**src/rtl/cab_input_pkg.sv**
```systemverilog
// Shared types and default bit positions for the cabinet input controller.
// The auto-play sequencer is built only when CAB_AUTO_PLAY_EN is defined.
package cab_input_pkg;

  typedef enum logic [2:0] {
    StIdle,
    StWait,
    StCoin,
    StGap1,
    StStart,
    StGap2,
    StPlay
  } seq_state_e;

  // Centipede playerinput_i map
  localparam int unsigned CentipedeCoinIdx  = 7;
  localparam int unsigned CentipedeStartIdx = 1;
  localparam int unsigned CentipedeFireIdx  = 0;

endpackage

```
**src/rtl/cab_debounce.sv**
```systemverilog
// One-bit 2-flop synchroniser followed by a saturating-count debouncer.
// Input is active-low; the debounced value resets to released (1).
module cab_debounce #(
  parameter int unsigned DB_CYCLES = 16'd60000
) (
  input  logic clk,
  input  logic reset_n,
  input  logic raw,
  output logic debounced
);

  localparam int unsigned CntW = $clog2(DB_CYCLES + 1);
  localparam logic [CntW-1:0] CntLast = CntW'(DB_CYCLES - 1);

  logic            sync1_q;
  logic            sync2_q;
  logic            deb_q;
  logic [CntW-1:0] cnt_q;

  always_ff @(posedge clk) begin
    if (!reset_n) begin
      sync1_q <= 1'b1;
      sync2_q <= 1'b1;
      deb_q   <= 1'b1;
      cnt_q   <= '0;
    end else begin
      sync1_q <= raw;
      sync2_q <= sync1_q;
      if (sync2_q == deb_q) begin
        cnt_q <= '0;
      end else if (cnt_q == CntLast) begin
        deb_q <= sync2_q;
        cnt_q <= '0;
      end else begin
        cnt_q <= cnt_q + CntW'(1);
      end
    end
  end

  assign debounced = deb_q;

endmodule

```
**src/rtl/cab_input_ctrl.sv**
```systemverilog
// Cabinet input conditioning, game-reset stretcher and optional auto-play sequencer.
// Define CAB_AUTO_PLAY_EN to build the coin/start/fire sequencer.
module cab_input_ctrl
  import cab_input_pkg::*;
#(
  parameter int unsigned N_IN        = 10,
  parameter int unsigned DB_CYCLES   = 16'd60000,
  parameter int unsigned RST_CYCLES  = 24'd1200000,
  parameter int unsigned AUTO_PERIOD = 32'd120000000,
  parameter int unsigned AUTO_PULSE  = 24'd1200000,
  parameter int unsigned COIN_IDX    = CentipedeCoinIdx,
  parameter int unsigned START_IDX   = CentipedeStartIdx,
  parameter int unsigned FIRE_IDX    = CentipedeFireIdx
) (
  input  logic            clk,
  input  logic            reset_n,
  input  logic [N_IN-1:0] btn_n_i,
  input  logic            reset_btn_i,
  input  logic            auto_en_i,
  output logic [N_IN-1:0] player_n_o,
  output logic            game_reset_o,
  output logic            auto_busy_o
);

  localparam int unsigned RstW = $clog2(RST_CYCLES + 1);
  localparam logic [RstW-1:0] RstLast = RstW'(RST_CYCLES - 1);

  // Top bit carries the inverted reset button so it shares the active-low path.
  logic [N_IN:0] raw_all;
  logic [N_IN:0] deb_all;

  assign raw_all = {~reset_btn_i, btn_n_i};

  for (genvar i = 0; i <= N_IN; i++) begin : g_db
    cab_debounce #(
      .DB_CYCLES(DB_CYCLES)
    ) u_db (
      .clk      (clk),
      .reset_n  (reset_n),
      .raw      (raw_all[i]),
      .debounced(deb_all[i])
    );
  end

  logic            rst_btn_pressed;
  logic            game_reset_q;
  logic [RstW-1:0] rst_cnt_q;

  assign rst_btn_pressed = ~deb_all[N_IN];

  // Leaving reset_n low counts as a release, so the stretch also runs at power-up.
  always_ff @(posedge clk) begin
    if (!reset_n) begin
      game_reset_q <= 1'b1;
      rst_cnt_q    <= '0;
    end else if (rst_btn_pressed) begin
      game_reset_q <= 1'b1;
      rst_cnt_q    <= '0;
    end else if (game_reset_q) begin
      if (rst_cnt_q == RstLast) begin
        game_reset_q <= 1'b0;
        rst_cnt_q    <= '0;
      end else begin
        rst_cnt_q <= rst_cnt_q + RstW'(1);
      end
    end
  end

  assign game_reset_o = game_reset_q;

  logic [N_IN-1:0] inject;

`ifdef CAB_AUTO_PLAY_EN
  localparam logic [31:0] PeriodLast = 32'(AUTO_PERIOD - 1);
  localparam logic [31:0] PulseLast  = 32'(AUTO_PULSE - 1);
  localparam logic [N_IN-1:0] CoinMask  = N_IN'(1) << COIN_IDX;
  localparam logic [N_IN-1:0] StartMask = N_IN'(1) << START_IDX;
  localparam logic [N_IN-1:0] FireMask  = N_IN'(1) << FIRE_IDX;

  seq_state_e  state_q;
  logic [31:0] seq_cnt_q;
  logic        fire_q;
  logic        busy_q;

  always_ff @(posedge clk) begin
    if (!reset_n) begin
      state_q   <= StIdle;
      seq_cnt_q <= '0;
      fire_q    <= 1'b0;
      busy_q    <= 1'b0;
    end else begin
      busy_q <= (state_q != StIdle);
      if (!auto_en_i || game_reset_q) begin
        state_q   <= StIdle;
        seq_cnt_q <= '0;
        fire_q    <= 1'b0;
      end else begin
        unique case (state_q)
          StIdle: begin
            state_q   <= StWait;
            seq_cnt_q <= '0;
          end
          StWait: begin
            if (seq_cnt_q == PeriodLast) begin
              state_q   <= StCoin;
              seq_cnt_q <= '0;
            end else begin
              seq_cnt_q <= seq_cnt_q + 32'd1;
            end
          end
          StCoin, StGap1, StStart, StGap2: begin
            if (seq_cnt_q == PulseLast) begin
              seq_cnt_q <= '0;
              unique case (state_q)
                StCoin:  state_q <= StGap1;
                StGap1:  state_q <= StStart;
                StStart: state_q <= StGap2;
                default: begin
                  state_q <= StPlay;
                  fire_q  <= 1'b1;
                end
              endcase
            end else begin
              seq_cnt_q <= seq_cnt_q + 32'd1;
            end
          end
          StPlay: begin
            if (seq_cnt_q == PulseLast) begin
              fire_q    <= ~fire_q;
              seq_cnt_q <= '0;
            end else begin
              seq_cnt_q <= seq_cnt_q + 32'd1;
            end
          end
          default: begin
            state_q   <= StIdle;
            seq_cnt_q <= '0;
            fire_q    <= 1'b0;
          end
        endcase
      end
    end
  end

  always_comb begin
    inject = '0;
    if (state_q == StCoin)            inject = inject | CoinMask;
    if (state_q == StStart)           inject = inject | StartMask;
    if (state_q == StPlay && fire_q)  inject = inject | FireMask;
  end

  assign auto_busy_o = busy_q;
`else
  localparam int unsigned unused_auto_cfg =
      AUTO_PERIOD + AUTO_PULSE + COIN_IDX + START_IDX + FIRE_IDX;
  logic unused_auto_en;

  assign unused_auto_en = auto_en_i;
  assign inject         = '0;
  assign auto_busy_o    = 1'b0;
`endif

  logic [N_IN-1:0] player_q;

  // Injection can only pull a bit low; a real press always gets through.
  always_ff @(posedge clk) begin
    if (!reset_n) begin
      player_q <= '1;
    end else begin
      player_q <= deb_all[N_IN-1:0] & ~inject;
    end
  end

  assign player_n_o = player_q;

endmodule

```
**config.mk**
```make
export PLATFORM = sky130hd
export DESIGN_NAME = cab_input_ctrl
export DESIGN_NICKNAME = d
export VERILOG_FILES = /design/src/rtl/cab_input_pkg.sv /design/src/rtl/cab_debounce.sv /design/src/rtl/cab_input_ctrl.sv
export SDC_FILE = /design/constraint.sdc
export NUM_CORES = 1
export LEC_CHECK = 0
export CAP_MARGIN = 10
export CORE_MARGIN = 1
export CORE_UTILIZATION = 66
export CTS_BUF_LIST = sky130_fd_sc_hd__clkbuf_16
export CTS_CLUSTER_DIAMETER = 120
export DETAILED_ROUTE_END_ITERATION = 6
export HOLD_SLACK_MARGIN = 0.1
export PLACE_DENSITY = 0.84
export SYNTH_ARGS = -nofsm -noshare
export SYNTH_HDL_FRONTEND = slang
export SYNTH_SLANG_ARGS = --single-unit
```
**constraint.sdc**
```tcl
create_clock -name clk -period 4.5 [get_ports clk]
set_input_delay 0.9 -clock clk [delete_from_list [all_inputs] [get_ports clk]]
set_output_delay 0.9 -clock clk [all_outputs]
set_load 0.01 [all_outputs]
```
==> flow_summary_export.csv <==
group,metric,value,unit
routing,drt-wirelength-per-cell,13.70,um
synth,synth_edf_count,0,
worst_setup_path,path_class,"register to primary output",
synth,yosysTopAreaCell,"dfxtp_1",
synth,yosys_most_used_dff,"dfxtp_1",
worst_setup_path,r2r_cells,5,
power_and_ir_drop,seqPwrFrac,49.2,%
timing,finClkSkew,0.01565,ns
timing,whs,0.4067,ns
layout,antenna_cells,0,
synth,yosys_warnings,0,
power_and_ir_drop,p_per_area,386.9,mW/mm^2
cts,numCtsBuffers,25,
layout,area_delta_synth_final,11.82,%
placement,globalplace.congestion,0.8234,
synth,synth.most_common_cell,"dfxtp_1",
placement,dp_cells,1299,
cts,ctsHoldBuffers,0,
synth,synth-adder-area-share,1.482,%
job,cap_viol_max_count,0,
timing,period_share,54.97,%
floorplanning,initial_core_util,68.66,%
routing,drt_iter0_markers,344,
global_routing,grt-ovfl-total,0,
timing,rsz0062_at_grt,"no",
placement,portBuffers,23,
cts,h-tree-depth,1,
worst_setup_path,crit_arrival,1.57,ns
floorplanning,die-width,125.9,um
worst_setup_path,cp.required,3.60,ns
timing,maxSlewHeadroom,19.15,%
layout,num-nets-final,1168,
cts,clk-insertion-delay-late,0.52,ns
synth,synth_xor_area_share,13.06,%
worst_setup_path,timing.rr.start,"g_db[6].u_db.cnt_q[0]",
routing,vias,7727,
worst_setup_path,crit_family,"buffers and inverters",
timing,finalCriticalPeriod,2.474,ns
worst_setup_path,end_kind,"primary output",
layout,layoutNonFillerInstCount,1344,
worst_setup_path,cp_max_fo,9,
synth,synth_compound_area_share,4.125,%
worst_hold_path,min_to,"g_db[1].u_db.sync2_q",
power_and_ir_drop,ir_worst_vdd,0.0003298,V
power_and_ir_drop,clockPowerShare,49.5,%
synth,synth_nets,1147,
global_routing,grt_usage,23.34,%
synth,synth_cells,1121,
power_and_ir_drop,p_leak,0.003532,uW
synth,synthMuxAreaShare,0.9881,%
routing,firstDrtPassIters,5,
worst_setup_path,max_stage_delay,0.59,ns
cts,clock-sinks,241,
power_and_ir_drop,switching_share,19.60,%
floorplanning,die-area,0.01585,mm^2
synth,synth_cell_types,47,
power_and_ir_drop,p_int,3524,uW
worst_hold_path,hold_class,"register to register",
global_routing,antenna_found_initial,0,
routing,viasPerCell,5.749,
routing,drt_wl_total,18410,um
floorplanning,ios,26,
synth,synth_top_family_by_area,"simple AND/OR/NAND/NOR gates",
layout,multi_input_area,0.005034,mm^2
timing,drv_slew,0,
cts,cts-root-buf,"clkbuf_16",
routing,drtAntennaViolNets,0,
floorplanning,rows,44,
global_routing,grt_max_degree,23,
cts,cts_resized,0,
layout,nFillCells,1037,
placement,dp_hpwl,11560,um
synth,synthSimpleGateAreaFrac,30.00,%
worst_setup_path,ff2ff_setup_slack,2.17,ns
outcome,status,"finished clean",
layout,layout-drive-gt1-share,5.086,%
cts,clockBufferDepth,3,
worst_setup_path,r2r-end,"g_db[6].u_db.cnt_q[7]",
synth,seq_area_frac_synth,47.63,%
routing,drc_errors,0,
power_and_ir_drop,combPwrFrac,1.3,%
synth,netlist_top_cells_area,"dfxtp_1, xor2_1, nor2_1, xnor2_1, nand4_1",
worst_setup_path,slowest_stage,"clkdlybuf4s50_1",
timing,tns,0,ns
synth,synth_top_area_share,47.63,%
floorplanning,die-height,125.9,um
global_routing,grt_pass1_vias,7257,
worst_setup_path,worstSetupStartpointType,"register",
worst_hold_path,worstHoldStart,"g_db[1].u_db.sync1_q",
cts,path_clk_slew,0.06,ns
worst_hold_path,hold_depth,1,
layout,seq_area,0.004825,mm^2
layout,post-route-util,76.77,%
synth,ys_async_sr_fraction,0,%
synth,post_synth_most_frequent_cells,"dfxtp_1, nor2_1, xor2_1",
floorplanning,core_region_area,0.01475,mm^2
timing,setup_violations,0,
synth,syn_area_per_cell,9.036,um^2
power_and_ir_drop,power.switching,859.1,uW
worst_setup_path,crit_buf_inv,1,
cts,cts_setup_buffers,0,
worst_setup_path,path_cells,"clkdlybuf4s50_1",
cts,cts_tree,"yes",
timing,hold_viol_final,0,
timing,worst_pin_slew,1.207,ns
synth,synth_area,0.01013,mm^2
timing,clock.fmax,404.2,MHz
global_routing,grt_pass1_wl,31570,um
synth,ys_ff_latch,241,
[cell usage in the layout (no fill, tap or decap), types with 4 or more instances in the layout]
master / Yosys / final
dfxtp_1: 241 / 241
nor2_1: 175 / 175
xor2_1: 76 / 76
xnor2_1: 75 / 75
nand2_1: 72 / 72
nand3_1: 65 / 65
nand4_1: 54 / 54
inv_1: 33 / 35
a21oi_1: 33 / 33
nor4_1: 33 / 33
nand2b_1: 31 / 31
or3_1: 26 / 26
clkbuf_16: 0 / 25
o21ai_0: 22 / 22
clkdlybuf4s50_1: 0 / 22
and4_1: 20 / 20
nor3_1: 17 / 17
or4_1: 14 / 14
and3_1: 12 / 12
o31ai_1: 12 / 12
ha_1: 12 / 12
mux2i_1: 10 / 10
or2_2: 9 / 9
nand4b_1: 6 / 6
clkinv_2: 0 / 6
bufinv_16: 0 / 6
and2_1: 4 / 4
nor4bb_1: 4 / 4
nor4b_1: 4 / 4
clkinv_1: 0 / 4
[kinds of logic after synthesis]
logic type | count (synthesis)
and+or+nand+nor | 569
DFF | 241
xor gates and xnor gates | 151
AOI/OAI and AO/OA | 73
buffers and inverters | 64
adders and majority gates | 12
muxes | 10
other | 1
[stage by stage]
stage               cell area (um^2)  setup WS [ns]  total power (uW)
finish                         11330          2.026              4383
global placement               10450          2.007              2258
floorplan                      10130          2.554              2241
detailed placement             10450          1.983              2260
global route                   11330          1.958              4521
CTS                            11330          2.026              4420
[power groups by stage]
| stage | logic [uW] | registers (uW) | clock network, uW |
|---|---|---|---|
| after CTS | 57.1 | 2160 | 2210 |
| after floorplan | 39.0 | 2200 | 0 |
| after global routing | 62.8 | 2160 | 2300 |
| final | 56.2 | 2160 | 2170 |
| after global placement | 54.3 | 2200 | 0 |
| after detailed placement | 55.8 | 2200 | 0 |
[area by class of cell]
type	instances	share of cell area, %
Timing Repair Buffer	25	2.121
Clock buffer	25	5.523
Multi-Input combinational cell	816	44.44
Clock inverter	20	2.198
Tap cell	184	2.032
Sequential cell	241	42.59
Inverter	33	1.094
[registers in the layout, summed over array words and instances, names as in the netlist]
name,cells
player_n_o,10
rst_cnt_q,21
game_reset_o,1
g_db.u_db.cnt_q,176
g_db.u_db.sync2_q,11
g_db.u_db.sync1_q,11
g_db.u_db.debounced,11
[metal layers]
layer	part of all wire (%)	track usage, %
met5	0	0
met2	49	41.53
met4	2.2	7.512
met3	3.1	3.696
met1	45	28.83
[how the worst max path moves through the flow]
stage,from,endpoint,slack (ns),cells after the start
floorplan,reset_n,g_db[0].u_db.debounced,2.55,4
global placement,reset_n,rst_cnt_q[19],2.01,5
detailed placement,reset_n,rst_cnt_q[15],1.98,5
CTS,game_reset_o,game_reset_o,2.03,1
global route,game_reset_o,game_reset_o,1.96,1
finish,game_reset_o,game_reset_o,2.03,1
Note: power is estimated with default switching activity, not from simulation.
